--- src/rtl/pt_ring_fifo.sv ---
// Parametrised circular FIFO for ring-stop buffering; 1-cycle write-to-read latency, occupancy/almost-full flags, sticky ovf/udf errors.
// Backpressure: writes are accepted while not full, or while full with a simultaneous pop; PT_FIFO_BYPASS_EN adds empty-FIFO cut-through.
module pt_ring_fifo #(
   parameter int WIDTH   = 32,
   parameter int DEPTH   = 4,
   parameter int AFUL_TH = 3
) (
   input  logic                       clk,
   input  logic                       rst,
   input  logic                       iWrEn,
   input  logic [WIDTH-1:0]           iWrDat,
   input  logic                       iRdEn,
   input  logic                       iClrErr,
   output logic                       oFul,
   output logic                       oEmpty,
   output logic                       oAlmFul,
   output logic [$clog2(DEPTH+1)-1:0] oCnt,
   output logic [WIDTH-1:0]           oRdDat,
   output logic                       oOvf,
   output logic                       oUdf
);

   localparam int CW = $clog2(DEPTH+1);
   localparam int PW = $clog2(DEPTH);

   logic [WIDTH-1:0] r_mem [DEPTH];
   logic [PW-1:0]    r_wr_ptr, r_rd_ptr;
   logic [CW-1:0]    r_cnt;
   logic             r_ful, r_empty, r_alm, r_ovf, r_udf;

   logic             w_byp, w_wr_acc, w_rd_acc, w_ovf_set, w_udf_set;
   logic [CW-1:0]    w_cnt_nxt;

   // Explicit wrap so non-power-of-two depths work.
   function automatic logic [PW-1:0] f_inc(input logic [PW-1:0] p);
      return (p == PW'(DEPTH-1)) ? '0 : p + PW'(1);
   endfunction

`ifdef PT_FIFO_BYPASS_EN
   assign w_byp = r_empty & iWrEn & iRdEn;
`else
   assign w_byp = 1'b0;
`endif

   assign w_wr_acc  = iWrEn & (~r_ful | iRdEn) & ~w_byp;
   assign w_rd_acc  = iRdEn & ~r_empty;
   assign w_ovf_set = iWrEn & r_ful & ~iRdEn;
   assign w_udf_set = iRdEn & r_empty & ~w_byp;

   always_comb begin
      w_cnt_nxt = r_cnt;
      if (w_wr_acc && !w_rd_acc)
         w_cnt_nxt = r_cnt + CW'(1);
      else if (!w_wr_acc && w_rd_acc)
         w_cnt_nxt = r_cnt - CW'(1);
   end

   always_ff @(posedge clk or negedge rst) begin
      if (!rst) begin
         r_wr_ptr <= '0;
         r_rd_ptr <= '0;
         r_cnt    <= '0;
         r_ful    <= 1'b0;
         r_empty  <= 1'b1;
         r_alm    <= 1'b0;
         r_ovf    <= 1'b0;
         r_udf    <= 1'b0;
      end else begin
         if (w_wr_acc) r_wr_ptr <= f_inc(r_wr_ptr);
         if (w_rd_acc) r_rd_ptr <= f_inc(r_rd_ptr);
         r_cnt   <= w_cnt_nxt;
         r_ful   <= (w_cnt_nxt == CW'(DEPTH));
         r_empty <= (w_cnt_nxt == '0);
         r_alm   <= (w_cnt_nxt >= CW'(AFUL_TH));
         // A coincident set beats the clear.
         r_ovf   <= w_ovf_set | (r_ovf & ~iClrErr);
         r_udf   <= w_udf_set | (r_udf & ~iClrErr);
      end
   end

   always_ff @(posedge clk) begin
      if (w_wr_acc) r_mem[r_wr_ptr] <= iWrDat;
   end

   always_comb begin
      oRdDat = '0;
      if (!r_empty) oRdDat = r_mem[r_rd_ptr];
`ifdef PT_FIFO_BYPASS_EN
      if (r_empty && iWrEn) oRdDat = iWrDat;
`endif
   end

   assign oFul    = r_ful;
   assign oEmpty  = r_empty;
   assign oAlmFul = r_alm;
   assign oCnt    = r_cnt;
   assign oOvf    = r_ovf;
   assign oUdf    = r_udf;

endmodule

--- config.mk ---
export PLATFORM = sky130hd
export DESIGN_NAME = pt_ring_fifo
export DESIGN_NICKNAME = d
export VERILOG_FILES = /design/src/rtl/pt_ring_fifo.sv
export SDC_FILE = /design/constraint.sdc
export NUM_CORES = 1
export LEC_CHECK = 0
export ABC_AREA = 0
export CAP_MARGIN = 20
export CORE_MARGIN = 4
export CORE_UTILIZATION = 45
export DETAILED_ROUTE_END_ITERATION = 8
export PLACE_DENSITY_LB_ADDON = 0.1
export SKIP_LAST_GASP = 1
export SYNTH_ARGS = -nofsm -noshare
export SYNTH_HDL_FRONTEND = slang
export SYNTH_SLANG_ARGS = --single-unit
--- constraint.sdc ---
create_clock -name clk -period 3.4 [get_ports clk]
set_clock_uncertainty 0.15 [all_clocks]
set_input_delay 0.68 -clock clk [delete_from_list [all_inputs] [get_ports clk]]
set_output_delay 0.68 -clock clk [all_outputs]
set_load 0.01 [all_outputs]
==> results.json <==
{
  "via_per_inst": 5.05,
  "grt_usage": 0.147,
  "crit_family": "flip-flops",
  "synth_area_sq_um": 5580,
  "hp-class": "reg2reg",
  "die_area_sq_um": 14300,
  "hold_path_depth": 2,
  "slew_violations": 0,
  "met1_usage": 0.188,
  "hold_buffers": 0,
  "cp.depth": 3,
  "ys_ff_latch": 140,
  "cp-start-kind": "flip-flop",
  "p_per_area_nw_per_um2": 874,
  "grt_overflow_total": 0,
  "grt_pass1_vias": 3001,
  "leakage_nw": 2.41,
  "synth-edff-count": 128,
  "die_h_um": 119,
  "cts_buffer_depth": 2,
  "whs_ns": 0.367,
  "grt_max_degree": 35,
  "final.min_clock_period_ns": 3.26,
  "drtIter0Drc": 146,
  "synth.most_common_cell": "edfxtp_1",
  "syn_inst": 273,
  "ant_nets": 0,
  "synthTopCellsByArea": "edfxtp_1, mux4_2, dfrtp_1, and2_1, ha_1",
  "insertion_delay_ns": 0.40,
  "outcome": "finished clean",
  "first_pass_iters": 5,
  "wl_mm": 9.75,
  "crit_arrival_ns": 2.43,
  "critPathBufInv": 1,
  "syn-num-nets": 317,
  "cpPeakStageDelay_ns": 0.93,
  "slew_headroom": 0.418,
  "num_io_pins": 77,
  "area_growth_syn_to_layout_pct": 27.6,
  "top_usage_layer": "met2",
  "cap_viol_max_count": 0,
  "die_w_um": 119,
  "cts_resized": 0,
  "cts_buffers": 17,
  "vias": 2747,
  "slowest_stage": "dfrtp_2",
  "met2_usage": 0.233,
  "cts_setup_buffers": 0,
  "synth_cell_types": 37,
  "cts_tree": "built",
  "grt_pass1_wl_mm": 15.8,
  "place_congestion": 0.706,
  "met3_usage": 0.0432,
  "rows": 40,
  "fin_crit_sh": 0.959,
  "clockRootBuffer": "clkbuf_16",
  "drive_gt1_frac": 0.218,
  "cp_max_fo": 34,
  "fmax_ghz": 0.307,
  "multiInputGateArea_sq_um": 1320,
  "cts_sinks": 140,
  "vdd_drop_max_v": 0.000413,
  "initial_core_util": 0.463,
  "hpwl_mm": 5.88,
  "layout.nets": 407,
  "rsz0062_at_grt": "no",
  "crit_chain": "mux4_2 > and2_1 > clkdlybuf4s50_1",
  "synth_top_cell_by_area": "edfxtp_1",
  "r2r_cells": 2,
  "finalInstanceArea_sq_um": 7120,
  "fillers": 923,
  "tightest_slew_ns": 0.873,
  "core-area_sq_um": 12100,
  "tns_ns": 0,
  "finalSetupViolations": 0,
  "wl_per_cell_um": 17.9,
  "diodes": 0,
  "netlist_top_cells_count": "edfxtp_1, and2_1, mux4_2, dfrtp_1",
  "ys_warn_count": 0,
  "antenna_found_initial": 0,
  "hold_violations": 0,
  "path_class": "reg2out",
  "placed_area_sq_um": 6590,
  "portBuffers": 76,
  "synth_ff_type": "edfxtp_1",
  "synth-async-reset-ratio": 0.0857,
  "drt_drc_violations_left": 0,
  "clk_pin_slew_ns": 0.05,
  "htreeDepth": 4,
  "postSynthAreaPerCell_sq_um": 20.5,
  "cp-end-kind": "output pin",
  "final-seq-area_sq_um": 4150,
  "synth_top_area_share": 0.688,
  "ys_seq_area_frac": 0.742,
  "ff2ff_setup_slack_ns": 1.54,
  "cp.required_ns": 2.57
}
[power breakdown]
| group | switching [mW] | leakage [nW] | internal [mW] |
|---|---|---|---|
| Clock | 0.649 | 0.262 | 0.993 |
| Combinational | 0.890 | 0.833 | 1.24 |
| Sequential | 0.197 | 1.32 | 2.26 |
| Total | 1.74 | 2.41 | 4.49 |
[layout by cell type, fill, tap and decap left out, types with 2 or more instances in the layout]
| cell type | netlist | final |
|---|---|---|
| dfrtp_1 | 11 | 9 |
| buf_4 | 1 | 3 |
| clkinv_1 | 0 | 2 |
| mux4_2 | 32 | 32 |
| nor3_1 | 2 | 2 |
| nand2b_1 | 4 | 4 |
| buf_12 | 0 | 5 |
| inv_1 | 7 | 7 |
| ha_1 | 7 | 7 |
| and2_1 | 33 | 33 |
| and3_2 | 0 | 4 |
| edfxtp_1 | 128 | 128 |
| nand2_1 | 3 | 3 |
| clkbuf_16 | 0 | 17 |
| a21o_1 | 2 | 2 |
| dfrtp_2 | 0 | 2 |
| clkbuf_1 | 4 | 2 |
| clkdlybuf4s50_1 | 0 | 76 |
| a211oi_1 | 2 | 2 |
| clkinv_2 | 0 | 6 |
| nor2_1 | 3 | 3 |
| clkinvlp_4 | 0 | 2 |
| o21ai_1 | 3 | 3 |
[cell families after synthesis]
family          after synthesis  share of synthesized area
compound gates               11                     0.0170
xor+xnor                      1                    0.00291
fa+ha+maj                     7                     0.0157
buf+inv                      21                     0.0222
flops                       140                      0.742
mux                          34                      0.133
simple gates                 59                     0.0670
[metrics by stage]
stage	utilization	setup WS, ns	power (mW)	instances
after global routing	0.591	0.0308	6.57	544
after detailed placement	0.546	0.505	4.67	512
after CTS	0.591	0.0650	6.33	544
after floorplan	-	1.17	3.69	273
after global placement	0.546	0.512	4.65	512
final	0.591	0.138	6.23	544
[cell type report]
cell class / count / area share
Clock buffer: 19 / 0.0608
Timing Repair Buffer: 84 / 0.124
Multi-Input combinational cell: 112 / 0.185
Clock inverter: 13 / 0.0140
Sequential cell: 140 / 0.582
Tap cell: 168 / 0.0295
Inverter: 8 / 0.00421
[routing by layer]
metal / up-vias / routed length, um / part of all wire
met2: 77 / 4780 / 0.49
met1: 1403 / 4310 / 0.44
met3: 10 / 533 / 0.055
li1: 1257 / - / -
met4: 0 / 120 / 0.012
met5: - / 0 / 0
[state kept, by name, indices dropped and copies added (netlist names)]
signal    count
oAlmFul       1
oCnt          3
oEmpty        1
oFul          1
oOvf          1
oUdf          1
r_mem       128
r_rd_ptr      2
r_wr_ptr      2
[tightest hold or removal path, stage by stage (launching register included)]
cell and delay [ns]:
dfrtp_1 0.38, inv_1 0.05, o21ai_1 0.05
[final timing paths]
| check | end | start |
|---|---|---|
| max | oRdDat[17] | r_rd_ptr[1] |
| min | oUdf | oUdf |
| max reg2reg | r_rd_ptr[1] | r_rd_ptr[1] |
| min reg2reg | oUdf | oUdf |
| max in group asynchronous | r_rd_ptr[1] | rst |
| min in group asynchronous | oCnt[1] | rst |
Note: power is estimated with default switching activity, not from simulation.
